`src/rtl/block_check_sched_if.sv`:
```
// rtl/block_check_sched_if.sv - requester lanes, checker drive and result port of block_check_sched
// slave = scheduler side, master = requesters/checker/consumer side.
interface block_check_sched_if #(
  parameter int NREQ = 2,
  parameter int IDW  = 1
);
  logic [NREQ-1:0]   req_valid;
  logic [8*NREQ-1:0] req_data;
  logic [NREQ-1:0]   req_last;
  logic [NREQ-1:0]   req_ready;
  logic [7:0]        chk_in;
  logic              chk_en;
  logic              chk_clr;
  logic              chk_result;
  logic              done_valid;
  logic              done_ready;
  logic [IDW-1:0]    done_id;
  logic              done_result;
  logic              done_err;

  modport slave (
    input  req_valid, req_data, req_last, chk_result, done_ready,
    output req_ready, chk_in, chk_en, chk_clr, done_valid, done_id, done_result, done_err
  );

  modport master (
    output req_valid, req_data, req_last, chk_result, done_ready,
    input  req_ready, chk_in, chk_en, chk_clr, done_valid, done_id, done_result, done_err
  );
endinterface

```
`src/rtl/block_check_sched.sv`:
```
// rtl/block_check_sched.sv - round-robin scheduler sharing one begin/end BlockChecker among NREQ sources
// Optional stall abort: define BCS_TIMEOUT_EN (limit = TIMEOUT cycles).
module block_check_sched #(
  parameter int NREQ    = 2,
  parameter int IDW     = 1,
  parameter int TIMEOUT = 16
) (
  input  logic                  i_clk,
  input  logic                  i_rst_n,
  block_check_sched_if.slave    io_bus
);
  localparam int DW = IDW + 1;

  typedef enum logic [2:0] {S_IDLE, S_CLEAR, S_STREAM, S_FLUSH, S_SAMPLE, S_DONE} state_t;

  state_t         r_state, w_next;
  logic [IDW-1:0] r_grant, r_rr_ptr, r_done_id;
  logic           r_done_result, r_done_err;
  logic           w_found;
  logic [IDW-1:0] w_pick, w_pick_inc;
  logic [DW-1:0]  w_dist, w_best;
  logic           w_cur_valid, w_cur_last;
  logic [7:0]     w_cur_data;
  logic           w_abort, w_err;

  if (NREQ < 2 || NREQ > 4 || IDW < $clog2(NREQ) || TIMEOUT < 1 || TIMEOUT > 255) begin : g_bad_params
    $error("block_check_sched: unsupported NREQ/IDW/TIMEOUT");
  end

  // Pick the valid lane with the smallest round-robin distance from r_rr_ptr.
  always_comb begin
    w_found = 1'b0;
    w_pick  = '0;
    w_best  = '0;
    w_dist  = '0;
    for (int i = 0; i < NREQ; i++) begin
      if (DW'(i) >= {1'b0, r_rr_ptr})
        w_dist = DW'(i) - {1'b0, r_rr_ptr};
      else
        w_dist = DW'(i + NREQ) - {1'b0, r_rr_ptr};
      if (io_bus.req_valid[i] && (!w_found || w_dist < w_best)) begin
        w_found = 1'b1;
        w_best  = w_dist;
        w_pick  = IDW'(i);
      end
    end
  end

  assign w_pick_inc  = (w_pick == IDW'(NREQ - 1)) ? '0 : w_pick + IDW'(1);
  assign w_cur_valid = io_bus.req_valid[r_grant];
  assign w_cur_last  = io_bus.req_last[r_grant];
  assign w_cur_data  = io_bus.req_data[8*r_grant +: 8];

`ifdef BCS_TIMEOUT_EN
  logic [7:0] r_stall_cnt;
  logic       r_abort;

  assign w_abort = (r_state == S_STREAM) && !w_cur_valid && (r_stall_cnt == 8'(TIMEOUT - 1));
  assign w_err   = r_abort;

  always_ff @(posedge i_clk or negedge i_rst_n) begin
    if (!i_rst_n) begin
      r_stall_cnt <= '0;
      r_abort     <= 1'b0;
    end else if (r_state != S_STREAM) begin
      r_stall_cnt <= '0;
      if (r_state == S_CLEAR) r_abort <= 1'b0;
    end else if (w_cur_valid) begin
      r_stall_cnt <= '0;
    end else begin
      r_stall_cnt <= r_stall_cnt + 8'd1;
      if (w_abort) r_abort <= 1'b1;
    end
  end
`else
  assign w_abort = 1'b0;
  assign w_err   = 1'b0;
`endif

  always_ff @(posedge i_clk or negedge i_rst_n) begin
    if (!i_rst_n) r_state <= S_IDLE;
    else          r_state <= w_next;
  end

  always_comb begin
    w_next = r_state;
    case (r_state)
      S_IDLE:   if (w_found) w_next = S_CLEAR;
      S_CLEAR:  w_next = S_STREAM;
      S_STREAM: begin
        if (w_cur_valid && w_cur_last) w_next = S_FLUSH;
        else if (w_abort)              w_next = S_SAMPLE;
      end
      S_FLUSH:  w_next = S_SAMPLE;
      S_SAMPLE: w_next = S_DONE;
      S_DONE:   if (io_bus.done_ready) w_next = S_IDLE;
      default:  w_next = S_IDLE;
    endcase
  end

  // The trailing space in FLUSH terminates the final word so "end" is seen.
  always_comb begin
    io_bus.req_ready  = '0;
    io_bus.chk_in     = '0;
    io_bus.chk_en     = 1'b0;
    io_bus.chk_clr    = 1'b0;
    io_bus.done_valid = (r_state == S_DONE);
    case (r_state)
      S_CLEAR:  io_bus.chk_clr = 1'b1;
      S_STREAM: begin
        io_bus.req_ready = NREQ'(1) << r_grant;
        io_bus.chk_in    = w_cur_data;
        io_bus.chk_en    = w_cur_valid;
      end
      S_FLUSH: begin
        io_bus.chk_in = 8'h20;
        io_bus.chk_en = 1'b1;
      end
      default: ;
    endcase
  end

  always_ff @(posedge i_clk or negedge i_rst_n) begin
    if (!i_rst_n) begin
      r_grant       <= '0;
      r_rr_ptr      <= '0;
      r_done_id     <= '0;
      r_done_result <= 1'b0;
      r_done_err    <= 1'b0;
    end else begin
      if (r_state == S_IDLE && w_found) begin
        r_grant  <= w_pick;
        r_rr_ptr <= w_pick_inc;
      end
      if (r_state == S_SAMPLE) begin
        r_done_id     <= r_grant;
        r_done_result <= io_bus.chk_result & ~w_err;
        r_done_err    <= w_err;
      end
    end
  end

  assign io_bus.done_id     = r_done_id;
  assign io_bus.done_result = r_done_result;
  assign io_bus.done_err    = r_done_err;
endmodule

```
`src/flat_wrapper.sv`:
```
// flat-port wrapper written by rule: the top's interface ports become plain ports
module block_check_sched_flat 
#(
  parameter int NREQ    = 2,
  parameter int IDW     = 1,
  parameter int TIMEOUT = 16
)
  (i_clk, i_rst_n, io_bus_req_valid, io_bus_req_data, io_bus_req_last, io_bus_chk_result, io_bus_done_ready, io_bus_req_ready, io_bus_chk_in, io_bus_chk_en, io_bus_chk_clr, io_bus_done_valid, io_bus_done_id, io_bus_done_result, io_bus_done_err);
  block_check_sched_if #(.NREQ(NREQ), .IDW(IDW)) io_bus_i ();
  input  logic i_clk;
  input  logic i_rst_n;
  input wire logic [$bits(io_bus_i.req_valid)-1:0] io_bus_req_valid;
  input wire logic [$bits(io_bus_i.req_data)-1:0] io_bus_req_data;
  input wire logic [$bits(io_bus_i.req_last)-1:0] io_bus_req_last;
  input wire logic [$bits(io_bus_i.chk_result)-1:0] io_bus_chk_result;
  input wire logic [$bits(io_bus_i.done_ready)-1:0] io_bus_done_ready;
  output wire logic [$bits(io_bus_i.req_ready)-1:0] io_bus_req_ready;
  output wire logic [$bits(io_bus_i.chk_in)-1:0] io_bus_chk_in;
  output wire logic [$bits(io_bus_i.chk_en)-1:0] io_bus_chk_en;
  output wire logic [$bits(io_bus_i.chk_clr)-1:0] io_bus_chk_clr;
  output wire logic [$bits(io_bus_i.done_valid)-1:0] io_bus_done_valid;
  output wire logic [$bits(io_bus_i.done_id)-1:0] io_bus_done_id;
  output wire logic [$bits(io_bus_i.done_result)-1:0] io_bus_done_result;
  output wire logic [$bits(io_bus_i.done_err)-1:0] io_bus_done_err;
  assign io_bus_i.req_valid = io_bus_req_valid;
  assign io_bus_i.req_data = io_bus_req_data;
  assign io_bus_i.req_last = io_bus_req_last;
  assign io_bus_i.chk_result = io_bus_chk_result;
  assign io_bus_i.done_ready = io_bus_done_ready;
  assign io_bus_req_ready = io_bus_i.req_ready;
  assign io_bus_chk_in = io_bus_i.chk_in;
  assign io_bus_chk_en = io_bus_i.chk_en;
  assign io_bus_chk_clr = io_bus_i.chk_clr;
  assign io_bus_done_valid = io_bus_i.done_valid;
  assign io_bus_done_id = io_bus_i.done_id;
  assign io_bus_done_result = io_bus_i.done_result;
  assign io_bus_done_err = io_bus_i.done_err;
  block_check_sched #(.NREQ(NREQ), .IDW(IDW), .TIMEOUT(TIMEOUT)) u_core (.i_clk(i_clk), .i_rst_n(i_rst_n), .io_bus(io_bus_i));
endmodule
```
`config.mk`:
```
export PLATFORM = sky130hd
export DESIGN_NAME = block_check_sched_flat
export DESIGN_NICKNAME = d
export VERILOG_FILES = /design/src/rtl/block_check_sched_if.sv /design/src/rtl/block_check_sched.sv /design/src/flat_wrapper.sv
export SDC_FILE = /design/constraint.sdc
export NUM_CORES = 1
export LEC_CHECK = 0
export ABC_AREA = 0
export CORE_AREA = 2 2 46 48
export DETAILED_ROUTE_END_ITERATION = 8
export DIE_AREA = 0 0 48 50
export HOLD_SLACK_MARGIN = 0.08
export MAX_ROUTING_LAYER = met4
export PLACE_DENSITY = 0.7
export SLEW_MARGIN = 20
export SYNTH_ARGS = -nofsm -noshare
export SYNTH_HDL_FRONTEND = slang
export SYNTH_SLANG_ARGS = --single-unit
```
`constraint.sdc`:
```
create_clock -name i_clk -period 1.5 [get_ports i_clk]
set_input_delay 0.45 -clock i_clk [delete_from_list [all_inputs] [get_ports i_clk]]
set_output_delay 0.45 -clock i_clk [all_outputs]
set_load 0.03 [all_outputs]
```
==> results of run 1 <==
area by class of cell:
cell class	instances	area (um^2)
clock buffer	4	26.3
sequential	7	176
inverter	2	7.51
tap	27	33.8
multi-input combinational	45	504
fill	145	656
timing repair buffer	53	498
metal layers:
layer / global-route usage (%) / vias up / wire length [um]
met1: 18.8 / 306 / 717
met3: 4.40 / 5 / 213
met4: 8.56 / 0 / 46
li1: - / 311 / -
met2: 31.1 / 40 / 1010
met5: - / - / 0
cell families (layout without fill, tap and decap cells):
kind of cell	Yosys count	after routing	synth area share (%)
muxes	10	10	20.0
buffers and inverters	7	59	8.05
other	1	1	0.731
and+or+nand+nor	25	26	27.3
AOI/OAI and AO/OA	8	8	9.76
DFF	7	7	34.1
registers in the layout, indices dropped and copies added, names as in the netlist:
register / count
u_core.r_state: 3
u_core.io_bus.done_id: 1
u_core.io_bus.done_result: 1
u_core.r_grant: 1
u_core.r_rr_ptr: 1
repair_timing:
item / CTS / global route
cloned: 1 / 0
setup endpoints to repair: 14 / 13
buffers inserted: 4 / 0
resized for setup: 45 / 4
hold buffers: 0 / 0
pin swaps: 7 / 4
worst min path at each step:
stage | endpoint | slack, ns
floorplan | u_core.io_bus.done_id | 0.15
global placement | u_core.r_rr_ptr | 0.45
detailed placement | u_core.r_rr_ptr | 0.47
CTS | u_core.io_bus.done_result | 0.46
global route | u_core.r_state[2] | 0.47
finish | u_core.r_state[2] | 0.46
power by group through the flow:
| stage | clock (uW) | combinational, uW | sequential (uW) |
|---|---|---|---|
| floorplan | 0 | 1060 | 422 |
| global placement | 0 | 1550 | 359 |
| detailed placement | 0 | 1580 | 363 |
| CTS | 173 | 1970 | 363 |
| global route | 189 | 2150 | 378 |
| finish | 161 | 2030 | 364 |
worst max-delay path, delay by kind of cell:
family | cells | cell delay [ns]
simple gates | 1 | 0.08
mux | 1 | 0.09
buf+inv | 2 | 0.65
cells in the final DEF (no fill, tap or decap):
cell,n
nand2_1,2
buf_4,14
mux2_2,2
a21oi_1,3
mux2i_1,1
a32oi_1,1
buf_8,1
buf_6,14
o32ai_1,1
dlygate4sd2_1,16
conb_1,1
inv_2,1
nor2_1,2
nor3_4,1
dfrtp_2,1
nor3b_2,2
inv_1,1
nand2b_1,1
mux2i_4,7
clkbuf_1,1
clkbuf_4,3
nor2_2,1
nand2b_4,3
a211oi_2,1
dfrtp_1,6
nor4b_1,2
nor2b_4,1
nor2_4,9
nor3_1,1
clkdlybuf4s50_1,8
nand3b_1,1
o21ai_0,2
metrics by stage:
stage,setup TNS (ns),cell area (um^2),std cells
2_1_floorplan,-0.658,632,58
5_1_grt,-3.25,1250,138
6_report,-2.35,1250,138
3_5_place_dp,-2.70,1040,129
3_3_place_gp,-2.53,1040,129
4_1_cts,-2.41,1220,138
==> metrics.txt, run 1 <==
outcome complete, but fails checks; failing checks negative setup slack; Async SR Flop Fraction 100%; clk_lat worst skew between 0.2 and 0.25 ns; hold crit path type in2async; Die Y 50 um; # setup viols final 13; Net Count, Synth 82; first-pass GRT wire length around 3000 um; Worst R2R Setup Slack approximately 0.10 ns; Crit-path slowest cell clkdlybuf4s50_1; Critical Path Sink Type primary output; Gate power share between 70% and 80%; Clock Skews about 0.0017 ns; Post-Synthesis Cells between 50 and 60; post-route setup slack -0.230 ns; sequential share of the synthesized area 34.1%; CTS tree done; crit path kind in2out; Tmin final approximately 1.7 ns; Area Overhead vs Synth 143%; Mapped Avg Cell Area roughly 9 um^2; CP Max Fanout 1; Port-buffer cells 38; Reg2Reg Depth 4; Remaining Overflow, GRT 0; antenna viol nets, final 0; final hold violation count 0; post-synth top area cell dfrtp_1; GRT Util Overall 18.3%; largest net degree at the start of global routing 9; Antenna diodes 0; Yosys top cell area share approximately 34%; Pleak 0.000531 uW; Die X roughly 48 um; Final HPWL DP between 1000 and 1500 um; Root Driver clkbuf_4; initial antenna violation count 0; GP Congestion ~0.72; switching share of power between 40% and 50%; Boundary Pins 40; Vias/cell ~4.8; Clk network pwr share around 6.3%; critical path cell sequence clkdlybuf4s50_1, mux2i_4, nor2_4, buf_6; source of the critical timing path io_bus_req_data[8]; initial detailed-routing violation count 13; Max Cap Violations 0; count of different cell masters after synthesis 24; DRC 0; total CTS buffers 3; count leader, synth nor2_1; Yosys reg bits 7; Seq pwr share 14.2%; # nets final between 100 and 150; Core ar. around 0.0019 mm^2; Crit path required time roughly 1.1 ns; clock-pin slew on the worst setup and hold paths approximately 0.050 ns; YS warnings 0; final core utilization between 60% and 70%; WL final between 1500 and 2000 um; Post-synth EDFFs 0; total power 2550 uW; Arr. time, crit path roughly 1.3 ns; RSZ-0062 raised after global routing yes; CTS H-tree depth 1; sw power between 1000 and 1500 uW; Primary FF master, synth dfrtp_1; Worst Setup Start Kind input pin; first drt pass iteration count 4; DR WL/cell 14.4 um; Slew Limit Fails 0; pwr/cell area between 2000 and 2500 mW/mm^2; Setup WS pre-CTS -0.450 ns; number of global-route vias before repair 675; Crit path largest cell delay ~0.52 ns; Min Hold Slack around 0.46 ns; clk buf depth 2; Critical R2R Launch u_core.r_state[1]; top cells by area, synth dfrtp_1 34%, mux2i_1 16%, nor2_1 8.8%, mux2_2 4.4%, nor4b_1 3.4%; Total Die Area ~0.0024 mm^2; Tcrit/Tclk final 115%; crit path capture io_bus_chk_in[0]; cell area after synthesis between 500 and 600 um^2; Initial Util 27.0%; Vias between 600 and 700; Post-synth top cells 12 x nor2_1, 8 x mux2i_1, 7 x dfrtp_1; Max IR drop VDD 1.40 mV; Internal between 1000 and 1500 uW; row count 16; worst reg2reg endpoint u_core.io_bus.done_id; ratio of cells with drive above 1 in the final layout between 50% and 60%; highest clock rate between 500 and 600 MHz; Sinks on Clock Net 7
(Power assumes the default switching activity.)
==> run 2: changes to the inputs <==
--- a/config.mk
+++ b/config.mk
@@ -12,6 +12,7 @@
 export HOLD_SLACK_MARGIN = 0.08
 export MAX_ROUTING_LAYER = met4
 export PLACE_DENSITY = 0.7
+export SKIP_CTS_REPAIR_TIMING = 1
 export SLEW_MARGIN = 20
 export SYNTH_ARGS = -nofsm -noshare
 export SYNTH_HDL_FRONTEND = slang
==> run 2 against run 1 <==
- the run still ends with negative setup slack left
- worst setup slack got worse by 0.0094 ns
- fmax decreased by 0.54%
- first-iteration DRC count decreased by 62%
- utilization increased by 0.13 points
- sequential share of layout area about the same
- clock skew about the same
- combinational power decreased by 2%
- design area increased by 0.20%
- non-clock buffer count decreased by 1
- critical path depth unchanged
- die area unchanged
- clock power about the same
- critical endpoint is now io_bus_chk_in[6]
==> metrics.txt, run 2 (synthesis gave the netlist of run 1 again) <==
outcome complete, but fails checks; failing checks negative setup slack; RSZ-0062 raised after global routing yes; Setup WS pre-CTS -0.450 ns (unchanged); final hold violation count 0 (unchanged); pwr/cell area 2020 mW/mm^2 (-1.4%); Antenna diodes 0 (unchanged); WL final 1910 um (-3.9%); Tcrit/Tclk final 116% (+0.63 points); most common cell after layout, fill and taps aside clkdlybuf4s50_1; Worst R2R Setup Slack 0.09 ns (about the same); Finished Cell Area 0.00125 mm^2 (+0.20%); max reg flops 3 (unchanged); CTS H-tree depth 1 (unchanged); switching share of power 45.6% (-0.52 points); Boundary Pins 40 (unchanged); Crit path largest cell delay 0.53 ns (about the same); post-route setup slack -0.239 ns (-0.00940 ns); Slew Limit Fails 0 (unchanged); area post-placement 0.00104 mm^2 (unchanged); total power 2520 uW (-1.2%); Max IR drop VDD 1.16 mV (-17%); Total Die Area 0.00240 mm^2 (unchanged); Max Cap Violations 0 (unchanged); initial detailed-routing violation count 5 (-8); Pleak 0.000532 uW (about the same); Seq pwr share 15.1% (+0.9 points); worst reg2reg endpoint u_core.io_bus.done_id; Crit. path cell count 4 (unchanged); Arr. time, crit path 1.29 ns (about the same); Clock Skews 0.00173 ns (+0.0000736 ns); first-pass GRT wire length 2340 um (-23%); Sequential Area 176 um^2 (unchanged); Crit path required time 1.05 ns (about the same); most frequent cells in the layout 21 x clkdlybuf4s50_1, 14 x buf_4, 12 x buf_6; Critical R2R Launch u_core.r_state[0]; Area Overhead vs Synth 143%; antenna viol nets, final 0 (unchanged); Filler cells 140 (-3.4%); Top delay family on crit path buffers and inverters; Reg2Reg Depth 4 (unchanged); GRT Util Overall 14.0% (-4.3 points); clk buf depth 2 (unchanged); DR WL/cell 13.9 um (-3.2%); Vias/cell 4.65 (-3.1%); Vias 637 (-3.8%); crit path kind in2out; Internal 1370 uW (-0.25%); Root Driver clkbuf_4; CP Max Fanout 1 (unchanged); Remaining Overflow, GRT 0 (unchanged); highest clock rate 575 MHz (-0.54%); initial antenna violation count 0 (unchanged); DRC 0 (unchanged); hold crit path type in2async; Gate power share 78.5% (-1.0 points); first drt pass iteration count 4 (unchanged); total CTS buffers 3 (unchanged); multi-input logic area 487 um^2 (-3.5%); number of global-route vias before repair 567 (-16%); critical path cell sequence clkdlybuf4s50_1, mux2i_4, nor2_4, buf_6; GP Congestion 0.725 (unchanged); Clk network pwr share 6.4% (about the same); ratio of cells with drive above 1 in the final layout 53.6% (-1.3 points); Sinks on Clock Net 7 (unchanged); clock-pin slew on the worst setup and hold paths 0.05 ns (about the same); Initial Util 27.0% (unchanged); worst path bufs/invs 2 (unchanged); Die Y 50 um (unchanged); Crit-path slowest cell clkdlybuf4s50_1; Critical Path Sink Type primary output; # nets final 135 (-0.74%); row count 16 (unchanged); Final HPWL DP 1300 um (unchanged); CTS tree done; final core utilization 65.7% (+0.13 points); Worst Setup Start Kind input pin; clk_lat worst skew 0.24 ns (about the same); register name with the most flops u_core.r_state; # setup viols final 13 (unchanged); Core ar. 0.00190 mm^2 (unchanged); Die X 48 um (unchanged); largest net degree at the start of global routing 11 (+2); Tmin final 1.74 ns (+0.00940 ns); Port-buffer cells 38 (unchanged); sw power 1150 uW (-2.3%); Min Hold Slack 0.459 ns (-0.00229 ns)
run 2: power by group through the flow:
stage | clock network [uW] | registers [uW] | logic (uW)
2_1_floorplan | 0 | 422 | 1060
3_3_place_gp | 0 | 359 | 1550
3_5_place_dp | 0 | 363 | 1580
4_1_cts | 173 | 360 | 1580
5_1_grt | 189 | 393 | 2080
6_report | 161 | 381 | 1980
run 2: worst max-delay path by stage:
stage,start,end
after floorplan,u_core.r_state[2],io_bus_chk_in[0]
after global placement,io_bus_req_valid[0],io_bus_chk_en
after detailed placement,io_bus_req_valid[0],io_bus_chk_en
after CTS,io_bus_req_valid[0],io_bus_chk_en
after global routing,u_core.r_grant,io_bus_chk_in[5]
final,io_bus_req_data[6],io_bus_chk_in[6]
run 2: worst register-to-register path: stages, from the launching register on:
cell and delay, ns:
dfrtp_1 0.41, buf_4 0.16, buf_4 0.14, nor3b_2 0.24
mux2_2 0.36
run 2: per-layer routing:
metal	global-route usage, %	up-vias	share of wire [%]
li1	-	306	-
met1	15.6	293	39
met2	22.7	36	50
met3	4.03	2	10
met4	5.41	0	0.73
met5	-	-	0
run 2: area by class of cell:
type                            instances  area share, %
Clock buffer                            4           2.10
Inverter                                2          0.601
Multi-Input combinational cell         45           39.0
Sequential cell                         7           14.1
Tap cell                               27           2.71
Timing Repair Buffer                   52           41.5
run 2: through the flow:
step	TNS (ns)	std cells
after CTS	-3.81	133
after global placement	-2.53	129
after floorplan	-0.658	58
final	-2.61	137
after global routing	-3.34	137
after detailed placement	-2.70	129
==> run 3: changes to the inputs <==
--- a/config.mk
+++ b/config.mk
@@ -6,12 +6,12 @@
 export NUM_CORES = 1
 export LEC_CHECK = 0
 export ABC_AREA = 0
-export CORE_AREA = 2 2 46 48
+export CORE_AREA = 2 2 44 46
 export DETAILED_ROUTE_END_ITERATION = 8
-export DIE_AREA = 0 0 48 50
+export DIE_AREA = 0 0 46 48
 export HOLD_SLACK_MARGIN = 0.08
 export MAX_ROUTING_LAYER = met4
-export PLACE_DENSITY = 0.7
+export PLACE_DENSITY = 0.75
 export SKIP_CTS_REPAIR_TIMING = 1
 export SLEW_MARGIN = 20
 export SYNTH_ARGS = -nofsm -noshare
==> constraint.sdc (replaced) <==
create_clock -name i_clk -period 1.9 [get_ports i_clk]
set_input_delay 0.57 -clock i_clk [delete_from_list [all_inputs] [get_ports i_clk]]
set_output_delay 0.57 -clock i_clk [all_outputs]
set_load 0.03 [all_outputs]
==> run 3 against run 2 <==
- the flow now finishes without violations
- worst hold slack improved by 0.032 ns
- first-iteration DRC count shrank 100%
- utilization shrank 5.4 points
- via count decreased by 8.0%
- cell count fell by 12%
- register-to-register slack improved by 0.57 ns
- global-route usage up 0.57 points
- critical path depth increased by 1
- routed wire length is 24% lower
- sequential share of layout area grew 3.3 points
- critical endpoint is now io_bus_chk_en
- largest cell class unchanged
- largest power group unchanged
==> metrics.txt, run 3 (synthesis gave the netlist of run 1 again) <==
hold crit path type reg2reg; DRC 0 (unchanged); Max IR drop VDD 1.07 mV (-7.7%); initial detailed-routing violation count 0 (-5); GP Congestion 0.775 (+6.9%); antenna viol nets, final 0 (unchanged); crit path kind reg2out; most frequent cells in the layout 18 x dlymetal6s2s_1, 18 x buf_4, 12 x nor2_1; source of the critical timing path u_core.r_grant; Die Y 48 um (-4.0%); Final HPWL DP 1070 um (-18%); CTS H-tree depth 1 (unchanged); RSZ-0062 raised after global routing no; CP Max Fanout 4 (+3); Root Driver clkbuf_4; # setup viols final 0 (-13); largest net degree at the start of global routing 12 (+1); first drt pass iteration count 1 (-3); clk_lat worst skew 0.24 ns (about the same); setup TNS 0 ns (+2.61 ns); highest clock rate between 500 and 600 MHz; # nets final 128 (-5.2%); Finished Cell Area 0.00102 mm^2 (-18%); Die X 46 um (-4.2%); Min Hold Slack 0.491 ns (+0.0320 ns); row count 15 (-1); Total Die Area 0.00221 mm^2 (-8.0%); Port-buffer cells 38 (unchanged); Area Overhead vs Synth 98.5%; Critical R2R Launch u_core.r_state[1]; pwr/cell area 1480 mW/mm^2 (-27%); clk buf depth 2 (unchanged); WL final 1440 um (-24%); Arr. time, crit path 1.25 ns (-0.04 ns); Vias 586 (-8.0%); CTS tree done; crit path capture io_bus_chk_en; total power 1510 uW (-40%); initial antenna violation count 0 (unchanged); Crit path required time 1.33 ns (+0.28 ns); number of global-route vias before repair 570 (+0.53%); Tmin final approximately 1.8 ns; GRT Util Overall 14.6% (+0.57 points); Worst R2R Setup Slack 0.66 ns (+0.57 ns); total CTS buffers 3 (unchanged); Slew Limit Fails 0 (unchanged); Critical Path Sink Type primary output; Filler cells 133 (-5.0%); Sinks on Clock Net 7 (unchanged); Remaining Overflow, GRT 0 (unchanged); final hold violation count 0 (unchanged); clock-pin slew on the worst setup and hold paths 0.05 ns (about the same); Antenna diodes 0 (unchanged); Reg2Reg Depth 3 (-1); outcome finished, final reports clean; Sequential Area 178 um^2 (+0.71%); Core ar. 0.00169 mm^2 (-11%); Clock Skews 0.00239 ns (+0.000667 ns); max reg flops 3 (unchanged); Vias/cell 4.88 (+5.0%); first-pass GRT wire length 2260 um (-3.2%); worst reg2reg endpoint u_core.io_bus.done_result; multi-input logic area 330 um^2 (-32%); ratio of cells with drive above 1 in the final layout 33.0% (-21 points); Worst Setup Start Kind flip-flop; Tcrit/Tclk final around 96%; Initial Util 30.4% (+3.4 points); DR WL/cell 12.0 um (-14%); Pleak 0.000624 uW (+17%); Max Cap Violations 0 (unchanged); register name with the most flops u_core.r_state; Boundary Pins 40 (unchanged); area post-placement 886 um^2 (-15%)
==> run 3: changes by cell type in the layout (fill, tap and decap cells not counted), moves of 8 or more <==
cell | before | now
nor2_4 | 8 | 0
nor2_1 | 2 | 12
buf_6 | 12 | 2
dlymetal6s2s_1 | 3 | 18
clkdlybuf4s50_1 | 21 | 7
==> run 3: cell type report <==
| type | count | share of cell area [%] |
|---|---|---|
| clock buffers | 4 | 2.58 |
| inverters | 2 | 0.983 |
| multi-input cells | 45 | 32.4 |
| flip-flops and latches | 7 | 17.4 |
| well taps | 17 | 2.09 |
| repair buffers | 45 | 44.5 |
==> run 3: worst min-delay path by stage <==
stage,end,cells past startpoint,slack (ns),start
2_1_floorplan,u_core.io_bus.done_id,0,0.27,i_rst_n
3_3_place_gp,u_core.r_rr_ptr,1,0.46,u_core.r_rr_ptr
3_5_place_dp,u_core.r_rr_ptr,1,0.47,u_core.r_rr_ptr
4_1_cts,u_core.r_rr_ptr,1,0.48,u_core.r_rr_ptr
5_1_grt,u_core.io_bus.done_id,1,0.52,u_core.io_bus.done_id
6_report,u_core.r_rr_ptr,1,0.49,u_core.r_rr_ptr
==> run 3: per-stage QoR <==
step | util [%] | instances | setup slack, ns
6_report | 60.3 | 120 | 0.0839
3_5_place_dp | 52.4 | 113 | -0.313
3_3_place_gp | 52.4 | 113 | -0.284
4_1_cts | 54.0 | 117 | -0.313
5_1_grt | 60.3 | 120 | 0.0161
2_1_floorplan | - | 58 | -0.0216
==> run 3: layer usage <==
metal | vias up | routed length (um) | global-route usage (%)
met5 | - | 0 | -
met4 | 0 | 12 | 8.57
met3 | 2 | 98 | 2.26
met2 | 31 | 713 | 22.8
met1 | 265 | 618 | 17.6
li1 | 288 | - | -
==> run 3: worst max-delay path, cell delays in order (launching register included) <==
cell and delay, ns:
dfrtp_2 0.43, buf_6 0.14, nor2b_4 0.12, a211oi_2 0.05
nor2_1 0.10, buf_4 0.16
==> run 3: power breakdown <==
group          leakage, uW  switching (uW)  internal [uW]
clock            0.0000150            50.3           79.8
combinational     0.000527             580            493
sequential       0.0000822            75.1            231
